$ cat config.mk
export PLATFORM = sky130hd
export DESIGN_NAME = cordic_arbiter
export DESIGN_NICKNAME = d
export VERILOG_FILES = /design/src/rtl/cordic_arbiter.sv
export SDC_FILE = /design/constraint.sdc
export NUM_CORES = 1
export LEC_CHECK = 0
export CAP_MARGIN = 40
export CORE_MARGIN = 1
export CORE_UTILIZATION = 39
export DETAILED_ROUTE_END_ITERATION = 7
export GPL_TIMING_DRIVEN = 0
export HOLD_SLACK_MARGIN = 0.1
export PLACE_DENSITY = 0.86
export SYNTH_ARGS = -nofsm -noshare
export SYNTH_HDL_FRONTEND = slang
export SYNTH_SLANG_ARGS = --single-unit
$ cat constraint.sdc
create_clock -name clk -period 10.2 [get_ports clk]
set_input_delay 3.06 -clock clk [delete_from_list [all_inputs] [get_ports clk]]
set_output_delay 3.06 -clock clk [all_outputs]
set_load 0.05 [all_outputs]
$ cat src/rtl/cordic_arbiter.sv
// cordic_arbiter
// Shares one cordic_top core between NUM_REQ angle sources using round-robin
// arbitration. One operation is in flight at a time: the granted angle is
// latched, the core gets a one-cycle reset followed by a one-cycle start, and
// the core result is held on the response port, tagged with the owner's ID,
// until the consumer takes it.
//
// Optional feature (macro CORDIC_ARB_TIMEOUT_EN): a watchdog in WAIT. If the
// core does not return valid within TIMEOUT cycles, the controller answers
// with resp_err=1 and zero data, and pulses cordic_rst on that cycle. Without
// the macro, WAIT waits indefinitely and resp_err is constant 0.
//
// Ports
//   clk           system clock, rising edge
//   rst           synchronous active-high reset
//   req_valid     per-requester request, held until its req_ready
//   req_angle     flattened IEEE754 angles, requester i at [32*i+31:32*i]
//   req_ready     one-hot, one-cycle accept pulse (combinational in IDLE)
//   resp_valid    result available, held until resp_ready
//   resp_ready    result consumer ready
//   resp_id       ID of the requester owning the result
//   resp_cos      cos, Q15
//   resp_sin      sin, Q15
//   resp_err      result invalid (watchdog expired)
//   cordic_rst    reset to core
//   cordic_start  start to core
//   cordic_angle  angle to core
//   cordic_cos    core cos_q15
//   cordic_sin    core sin_q15
//   cordic_valid  core valid
//
// state | meaning
// IDLE  | arbitrate; grant the first requester at or after rr_ptr
// CRST  | one-cycle reset pulse to the core
// START | one-cycle start pulse to the core, angle stable
// WAIT  | wait for core valid (or watchdog expiry)
// RESP  | present result until resp_ready

module cordic_arbiter #(
    parameter int NUM_REQ = 4,
    parameter int ID_W    = 2,
    parameter int TIMEOUT = 64
) (
    input  logic                    clk,
    input  logic                    rst,
    input  logic [NUM_REQ-1:0]      req_valid,
    input  logic [32*NUM_REQ-1:0]   req_angle,
    output logic [NUM_REQ-1:0]      req_ready,
    output logic                    resp_valid,
    input  logic                    resp_ready,
    output logic [ID_W-1:0]         resp_id,
    output logic [15:0]             resp_cos,
    output logic [15:0]             resp_sin,
    output logic                    resp_err,
    output logic                    cordic_rst,
    output logic                    cordic_start,
    output logic [31:0]             cordic_angle,
    input  logic [15:0]             cordic_cos,
    input  logic [15:0]             cordic_sin,
    input  logic                    cordic_valid
);

    localparam logic [2:0] S_IDLE  = 3'd0;
    localparam logic [2:0] S_CRST  = 3'd1;
    localparam logic [2:0] S_START = 3'd2;
    localparam logic [2:0] S_WAIT  = 3'd3;
    localparam logic [2:0] S_RESP  = 3'd4;

    generate
        if (ID_W != $clog2(NUM_REQ)) begin : g_bad_id_w
            $error("cordic_arbiter: ID_W must equal log2(NUM_REQ)");
        end
        if (TIMEOUT < 1) begin : g_bad_timeout
            $error("cordic_arbiter: TIMEOUT must be at least 1");
        end
    endgenerate

    logic [2:0]       state;
    logic [ID_W-1:0]  rr_ptr;
    logic [ID_W-1:0]  resp_id_r;
    logic [15:0]      resp_cos_r;
    logic [15:0]      resp_sin_r;
    logic [31:0]      angle_r;

    logic             found;
    logic [ID_W-1:0]  winner;
    logic [ID_W-1:0]  idx;
    logic [31:0]      win_angle;
    logic             grant;
    logic             wd_hit;

    // Round-robin search: rotate the start point to rr_ptr. NUM_REQ is a
    // power of two, so the ID_W-bit add wraps modulo NUM_REQ for free.
    always_comb begin
        found  = 1'b0;
        winner = '0;
        idx    = '0;
        for (int i = 0; i < NUM_REQ; i++) begin
            idx = rr_ptr + ID_W'(i);
            if (!found && req_valid[idx]) begin
                found  = 1'b1;
                winner = idx;
            end
        end
    end

    always_comb begin
        win_angle = '0;
        for (int i = 0; i < NUM_REQ; i++) begin
            if (ID_W'(i) == winner) begin
                win_angle = req_angle[32*i +: 32];
            end
        end
    end

    // Gated by rst because state only returns to IDLE on the next edge.
    assign grant     = !rst && (state == S_IDLE) && found;
    assign req_ready = grant ? (NUM_REQ'(1) << winner) : '0;

`ifdef CORDIC_ARB_TIMEOUT_EN
    localparam int CNT_W = ($clog2(TIMEOUT + 1) > 8) ? $clog2(TIMEOUT + 1) : 8;

    logic [CNT_W-1:0] wd_cnt;
    logic             resp_err_r;

    // Counter is 0 in the first WAIT cycle, so the hit lands on the
    // TIMEOUT-th WAIT cycle.
    assign wd_hit = (state == S_WAIT) && !cordic_valid &&
                    (wd_cnt == CNT_W'(TIMEOUT - 1));

    always_ff @(posedge clk) begin
        if (rst || state != S_WAIT) begin
            wd_cnt <= '0;
        end else begin
            wd_cnt <= wd_cnt + CNT_W'(1);
        end
    end

    always_ff @(posedge clk) begin
        if (rst) begin
            resp_err_r <= 1'b0;
        end else if (state == S_WAIT) begin
            if (cordic_valid) begin
                resp_err_r <= 1'b0;
            end else if (wd_hit) begin
                resp_err_r <= 1'b1;
            end
        end
    end

    assign resp_err = resp_err_r;
`else
    assign wd_hit   = 1'b0;
    assign resp_err = 1'b0;
`endif

    always_ff @(posedge clk) begin
        if (rst) begin
            state      <= S_IDLE;
            rr_ptr     <= '0;
            resp_id_r  <= '0;
            resp_cos_r <= '0;
            resp_sin_r <= '0;
            angle_r    <= '0;
        end else begin
            case (state)
                S_IDLE: begin
                    if (found) begin
                        angle_r   <= win_angle;
                        resp_id_r <= winner;
                        rr_ptr    <= winner + ID_W'(1);
                        state     <= S_CRST;
                    end
                end
                S_CRST:  state <= S_START;
                S_START: state <= S_WAIT;
                S_WAIT: begin
                    if (cordic_valid) begin
                        resp_cos_r <= cordic_cos;
                        resp_sin_r <= cordic_sin;
                        state      <= S_RESP;
                    end else if (wd_hit) begin
                        resp_cos_r <= '0;
                        resp_sin_r <= '0;
                        state      <= S_RESP;
                    end
                end
                S_RESP: begin
                    if (resp_ready) begin
                        state <= S_IDLE;
                    end
                end
                default: state <= S_IDLE;
            endcase
        end
    end

    assign resp_valid   = (state == S_RESP);
    assign resp_id      = resp_id_r;
    assign resp_cos     = resp_cos_r;
    assign resp_sin     = resp_sin_r;
    assign cordic_start = (state == S_START);
    assign cordic_angle = angle_r;
    assign cordic_rst   = rst || (state == S_CRST) || wd_hit;

endmodule

After elaboration in Yosys (flattened, before gate mapping)
Index checks and enable logic that the tools add are counted.
{ "classes": {"mux": 25, "order_cmp": 4, "shifts": 1, "n_reduce_logical": 15, "n_addsub": 4, "eq_ne": 10} }
{ "op_table": {"columns": ["op", "count"], "rows": [
  ["two-way mux 32 bit", 4],
  ["one-hot mux 3 bit (5 select lines)", 1],
  ["< comparator 2 x 3 -> 1 bit (second input constant)", 4],
  ["two-way mux 3 bit", 3],
  ["binary-select mux 1 bit (select 2 bit)", 4],
  ["two-way mux 1 bit", 8],
  ["two-way mux 2 bit", 4],
  ["== test 3 x 2 -> 1 bit (second input constant)", 2],
  ["logical AND 1 bit", 5],
  ["adder 2 x 1 -> 2 bit (second input constant)", 2],
  ["adder 2 bit (second input constant)", 2],
  ["== test 2 bit (first input constant)", 2],
  ["zero test 1 bit", 4],
  ["two-way mux 4 bit", 1],
  ["!= test 2 bit (second input constant)", 2],
  ["AND reduction 2 bit", 2],
  ["<< shifter 1 x 2 -> 4 bit (first input constant)", 1],
  ["== test 3 x 1 -> 1 bit (second input constant)", 1],
  ["== test 3 bit (second input constant)", 1],
  ["zero test 3 bit", 1],
  ["AND reduction 3 bit", 1],
  ["== test 1 x 2 -> 1 bit (first input constant)", 1],
  ["zero test 2 bit", 1],
  ["!= test 2 x 1 -> 1 bit (second input constant)", 1],
  ["logical OR 1 bit", 1]
]} }
{ "totals": {"word_cells": 65, "inputBits": 168, "out_inout_bits": 74, "reg_bits": 71} }

Longest topological paths before layout
Gate-level depths: netlist (run 1).
{ "logic_depth": {"depth_word": 17, "depth_mapped": 11} }

Worst setup path after synthesis (run 1)
No wires, ideal clock.
{ "synth_path": {"path_type": "in2out", "start": "input req_valid[2]", "end": "output req_ready[3]", "n_path_buf": 2, "required_ns": 7.140, "arrival_time_ns": 5.012, "slack_ns": 2.128, "cell_stages": 7, "cell_sequence": "mux2i_1 > nor2_1 > nor3_1 > ha_1 > clkbuf_1 > clkbuf_1 > and3_1"} }
{ "synth_between": {"elab_chain_cells": 14, "word_cells_on_any_way": 25} }
{ "synth_rtl": {"columns": ["item", "line", "source"], "rows": [
  ["from (decl)", "46", "input logic [NUM_REQ-1:0] req_valid,"],
  ["binary-select mux 1 bit (select 2 bit)", "100", "if (!found && req_valid[idx]) begin"],
  ["two-way mux 1 bit (not written as such)", "100", null],
  ["two-way mux 1 bit", "100", null],
  ["zero test 1 bit", "100", null],
  ["logical AND 1 bit", "100", null],
  ["two-way mux 1 bit", "100", null],
  ["zero test 1 bit", "100", null],
  ["logical AND 1 bit", "100", null],
  ["two-way mux 1 bit", "100", null],
  ["zero test 1 bit", "100", null],
  ["logical AND 1 bit", "100", null],
  ["two-way mux 2 bit (*)", "100", null],
  ["via winner[0]", "86", "logic [ID_W-1:0] winner;"],
  ["<< shifter 1 x 2 -> 4 bit (*)", "118", "assign req_ready = grant ? (NUM_REQ'(1) << winner) : '0;"],
  ["two-way mux 4 bit (*)", "118", null],
  ["to (decl)", "48", "output logic [NUM_REQ-1:0] req_ready,"]
]} }
Mark *: on every way through the listed nets, which the timed path passes. The rest lies on a longest branch. The select of a mux whose other input is x is not followed.

Worst setup path in the final report (run 1)
{ "layout_path": {"start": "input req_valid[0]", "end": "output req_ready[3]"} }
The elaborated chain is that of the path after synthesis.

==> results.json, run 1 <==
{
  "ys_seq_area_share_pct": 38.6,
  "grtUsageTotal_pct": 28.0,
  "drt-initial-drc-count": 118,
  "diodes": 0,
  "hold_viol": 0,
  "grt_pass1_wl_mm": 21.6,
  "layout_commonest_cell": "clkdlybuf4s50_1",
  "cp.arrival_ns": 6.50,
  "finalSetupTns_ns": 0,
  "cp_slowest_cell": "clkdlybuf4s50_1",
  "synth_top_area_cell": "dfxtp_1",
  "period_needed_ns": 9.56,
  "drive_gt1_share_pct": 7.70,
  "core_area_mm2": 0.00920,
  "pin_count": 242,
  "holdBufCountCts": 0,
  "worstPathMaxFanout": 10,
  "gr-total-overflow": 0,
  "busiest_layer": "met2",
  "power.density_mw_per_mm2": 158,
  "clk_pin_slew_ns": 0.08,
  "grt_pass1_vias": 4559,
  "cts_resized": 0,
  "cts_tree": "done",
  "fp.dieW_um": 99.1,
  "ys_warn_count": 0,
  "row_count": 35,
  "max-cap-violations": 0,
  "cts_htree_levels": 3,
  "maxSlewHeadroom_pct": 53.2,
  "slew_viol_final": 0,
  "antenna_left": 0,
  "p_leak_nw": 2.43,
  "routed_wl_mm": 13.7,
  "status": "completed",
  "syn_nets": 631,
  "cp.required_ns": 7.14,
  "worst_pin_slew_ns": 0.702,
  "synth_cell_types": 32,
  "numCtsBuffers": 9,
  "grt_antenna_before_repair": 0,
  "syn-cell-area_mm2": 0.00368,
  "vias": 4421,
  "clk_latency_ns": 0.34,
  "irDropWorstVdd_v": 0.0000938,
  "crit_path_end_kind": "output port",
  "mostFrequentLayoutCells": "clkdlybuf4s50_1 (239), dfxtp_1 (71), a21oi_1 (70), nand2_1 (68), nor2_1 (40)",
  "viasPerCell": 5.36,
  "cts.sinks": 71,
  "drt_pass1_iterations": 4,
  "met1_usage_pct": 30.0,
  "use_met2_pct": 50.7,
  "synth_area_per_cell_um2": 8.02,
  "use_met3_pct": 7.17,
  "wl_per_cell_um": 16.6,
  "place_hpwl_mm": 10.9,
  "max_freq_mhz": 105,
  "startpoint_type": "primary input",
  "nets": 881,
  "clock-root-buffer": "clkbuf_8",
  "grt_max_degree": 14,
  "clockBufferDepth": 2,
  "port_buffers": 239,
  "skew_ns": 0.0154,
  "min_path_type": "register to register",
  "path_cells": "clkdlybuf4s50_1 -> mux2i_1 -> nor2_1 -> nor3_1 -> ha_1 -> clkbuf_1 -> clkbuf_1 -> and3_1 -> clkdlybuf4s50_1",
  "synth_top_area_share_pct": 38.6,
  "synthTopCellsByArea": "dfxtp_1 (39%), a221oi_2 (10%), a21oi_1 (9.5%), a221o_1 (8.7%), nand2_1 (6.9%)",
  "post_cts_buffers": 0,
  "crit_type": "primary input to output port",
  "fin_util_pct": 69.7,
  "start_util_pct": 40.0,
  "rsz0062_at_grt": "false",
  "area_growth_pct": 74.1,
  "gp_congestion": 0.865,
  "die_area_mm2": 0.00983,
  "post-route-drc-count": 0,
  "netlist_instances": 459,
  "period_share_pct": 93.8,
  "multi_input_area_mm2": 0.00191,
  "ys_seq_elements": 71,
  "die_y_um": 99.1,
  "setup_viol": 0,
  "nFillCells": 759,
  "seqCellArea_mm2": 0.00142,
  "cpPeakStageDelay_ns": 0.83
}
synthesized netlist by cell type, drive strengths merged:
cell type   n
a211oi      1
a21oi      70
a221o      32
a221oi     32
a32o        1
and2        1
and3        5
buf        11
clkbuf     35
conb        1
dfxtp      71
ha          4
inv        37
mux2i       1
nand2      68
nand2b      3
nand3       1
nor2       40
nor2b       1
nor3       35
nor4        3
o21a        1
o22ai       1
o31ai       2
or2         1
or4         1
through the flow:
stage	worst slack [ns]	power [W]	hold WS [ns]	area (µm²)	cells
floorplan	2.13	0.000617	0.487	3680	459
global placement	0.692	0.000781	0.442	6210	809
detailed placement	0.638	0.000793	0.446	6210	809
CTS	0.616	0.00102	0.457	6410	825
global route	0.454	0.00106	0.474	6410	825
finish	0.637	0.00101	0.456	6410	825
where the power goes:
group / internal [W] / switching (W) / leakage, nW
Combinational: 0.000197 / 0.000268 / 1.75
Clock: 0.000113 / 0.000110 / 0.103
Sequential: 0.000307 / 0.0000185 / 0.582
Total: 0.000617 / 0.000397 / 2.43
state kept, by name, summed over array words and instances, names as in the netlist:
register / cells
cordic_angle: 32
resp_cos: 16
resp_id: 2
resp_sin: 16
rr_ptr: 2
state: 3
kinds of logic after synthesis:
kind of cell	Yosys count	share of synthesized area [%]
muxes	1	0.272
buffers and inverters	83	9.49
AOI/OAI and AO/OA	140	31.4
and+or+nand+nor	159	18.8
adders and majority gates	4	1.36
DFF	71	38.6
other	1	0.102
final timing paths:
check,start,end,slack [ns],cells after the start
max reg2reg,rr_ptr[1],cordic_angle[6],7.21,10
max,req_valid[0],req_ready[3],0.64,9
min,resp_cos[2],resp_cos[2],0.46,2
min reg2reg,resp_cos[2],resp_cos[2],0.46,2
cell type report:
cell class	instances	share of cell area [%]
buffer	46	3.28
clock buffer	9	1.93
clock inverter	7	1.11
inverter	37	2.17
multi-input combinational	305	29.8
sequential	71	22.2
tap	111	2.17
timing repair buffer	239	37.3
critical path, delay by kind of cell:
kind,cells,cell delay (ns)
buffers and inverters,4,2.23
and+or+nand+nor,3,0.77
adders and majority gates,1,0.27
muxes,1,0.17
routing by layer:
metal / routed length (µm) / share of wire (%)
met1: 5160 / 38
met2: 7030 / 51
met3: 980 / 7.1
met4: 545 / 4.0
met5: 0 / 0
Note: power is estimated with default switching activity, not from simulation.
==> run 2, diff against run 1 <==
- CORE_UTILIZATION: 39 -> 33
- PLACE_DENSITY: 0.86 -> 0.78
- clock period: 10.2 -> 8.4 ns (I/O delays scaled with it)
==> run 2 against run 1 <==
Against the previous run: flip-flop and latch count unchanged; total power up 28%; first-iteration DRC count up 78%; core utilization down 9.7 points; worst hold slack better by 0.00060 ns; clock power up 50%; routed wire length up 2.6%; non-clock buffer count unchanged; via count down 1.1%; final cell count up 3.5%; clock skew down 0.0040 ns; combinational power up 21%; critical path type unchanged; critical endpoint is now req_ready[1].
==> results.json, run 2 (same netlist as run 1, synthesis figures left out) <==
{
  "status": "completed",
  "vias": 4372,
  "layout_commonest_cell": "clkdlybuf4s50_1",
  "drive_gt1_share_pct": 7.98,
  "clk_pin_slew_ns": 0.08,
  "period_needed_ns": 8.08,
  "grt_pass1_vias": 4534,
  "hold_end": "resp_sin[12]",
  "worstHoldStart": "resp_sin[12]",
  "area_growth_pct": 76.5,
  "diodes": 0,
  "routed_wl_mm": 14.1,
  "final_area_mm2": 0.00650,
  "path_cells": "clkdlybuf4s50_1 -> mux2i_1 -> nor2_1 -> nor3_1 -> ha_1 -> buf_2 -> clkbuf_1 -> and3_1 -> clkdlybuf4s50_1",
  "place_hpwl_mm": 11.0,
  "crit_top_cell": "clkdlybuf4s50_1",
  "clock-root-buffer": "clkbuf_8",
  "cpPeakStageDelay_ns": 0.81,
  "setup_viol": 0,
  "grt_pass1_wl_mm": 22.0,
  "drt_pass1_iterations": 6,
  "rr_worst_depth": 11,
  "nets": 881,
  "grt_max_degree": 14,
  "max_freq_mhz": 124,
  "skew_ns": 0.0115,
  "min_path_type": "register to register",
  "maxSlewHeadroom_pct": 53.8,
  "fp.dieW_um": 108,
  "worstPathMaxFanout": 10,
  "r2r-end": "cordic_angle[24]",
  "power.density_mw_per_mm2": 199,
  "reg2reg_slack_ns": 5.45,
  "seqCellArea_mm2": 0.00142,
  "nFillCells": 993,
  "die_area_mm2": 0.0116,
  "numCtsBuffers": 9,
  "drt-initial-drc-count": 210,
  "clk_latency_ns": 0.35,
  "mostFrequentLayoutCells": "clkdlybuf4s50_1 (238), dfxtp_1 (71), a21oi_1 (70), nand2_1 (68), nor2_1 (40)",
  "pin_count": 242,
  "grtUsageTotal_pct": 24.6,
  "antenna_left": 0,
  "grt_antenna_before_repair": 0,
  "slew_viol_final": 0,
  "r2r-start": "rr_ptr[1]",
  "gp_congestion": 0.866,
  "cts_tree": "done",
  "gr-total-overflow": 0,
  "die_y_um": 108,
  "multi_input_area_mm2": 0.00191,
  "max-cap-violations": 0,
  "cts_htree_levels": 3,
  "hold_viol": 0,
  "period_share_pct": 96.2,
  "p_total_w": 0.00130,
  "startpoint_type": "primary input",
  "start_util_pct": 33.9,
  "post-route-drc-count": 0,
  "row_count": 38,
  "worst_pin_slew_ns": 0.693,
  "cp.required_ns": 5.88,
  "cp.arrival_ns": 5.56,
  "clockBufferDepth": 2,
  "placed_area_mm2": 0.00625,
  "cp_slowest_cell": "clkdlybuf4s50_1",
  "rsz0062_at_grt": "false",
  "crit_path_end_kind": "output port",
  "core_area_mm2": 0.0108,
  "wl_per_cell_um": 16.5,
  "viasPerCell": 5.12,
  "cts.sinks": 71,
  "whs_ns": 0.457,
  "p_leak_nw": 2.48,
  "irDropWorstVdd_v": 0.0000886,
  "largest_register_ffs": 32,
  "whs_path_depth": 2,
  "port_buffers": 239,
  "crit_type": "primary input to output port"
}
run 2: changes by cell type in the layout (fill, tap and decap cells not counted), sizes merged:
cell | before | now
dlymetal6s2s | 0 | 1
clkinvlp | 0 | 1
clkdlybuf4s50 | 239 | 238
clkinv | 5 | 2
bufinv | 1 | 3
run 2: how the worst max path moves through the flow:
stage	startpoint	endpoint	cells past startpoint
after floorplan	req_valid[2]	req_ready[3]	7
after global placement	req_valid[0]	req_ready[3]	9
final	req_valid[0]	req_ready[1]	9
after global routing	req_valid[0]	req_ready[2]	10
after detailed placement	req_valid[0]	req_ready[3]	9
after CTS	req_valid[0]	req_ready[3]	9
run 2: layout make-up:
cell class | instances | area share [%]
repair buffers | 239 | 36.9
multi-input cells | 305 | 29.4
flip-flops and latches | 71 | 21.9
plain buffers | 46 | 3.27
well taps | 140 | 2.70
inverters | 37 | 2.14
clock buffers | 9 | 1.91
clock inverters | 7 | 1.85
run 2: stage by stage:
stage               util (%)  instances  setup TNS [ns]  setup slack, ns
finish                  59.9        854               0            0.320
global route            59.9        854               0            0.144
CTS                     59.9        854               0            0.144
detailed placement      57.6        838         -0.0758          -0.0758
global placement        57.6        838               0           0.0109
floorplan                  -        459               0             1.41
run 2: per-layer routing:
| metal | vias to the layer above | GRT usage (%) | wire (µm) |
|---|---|---|---|
| met4 | 0 | 11.1 | 425 |
| li1 | 2136 | - | - |
| met1 | 2027 | 27.3 | 5470 |
| met3 | 32 | 6.23 | 1070 |
| met2 | 177 | 43.8 | 7110 |
| met5 | - | 0 | 0 |
run 2: repair_timing:
| item | in CTS | in global routing |
|---|---|---|
| endpoints found under the hold margin | 0 | 0 |
| gates resized for setup | 1 | 3 |
| pin swaps | 0 | 0 |
| setup endpoints to repair | 1 | 2 |
| hold buffers | 0 | 0 |
| setup buffers | 0 | 0 |
run 2: power by group:
group / switching [W] / total (W) / internal (W)
sequential: 0.0000224 / 0.000395 / 0.000372
combinational: 0.000324 / 0.000563 / 0.000240
clock: 0.000139 / 0.000337 / 0.000198
run 2: worst max-delay path, delay by kind of cell:
family	cells	cell delay, ns
buf+inv	4	1.89
fa+ha+maj	1	0.23
mux	1	0.17
simple gates	3	0.74
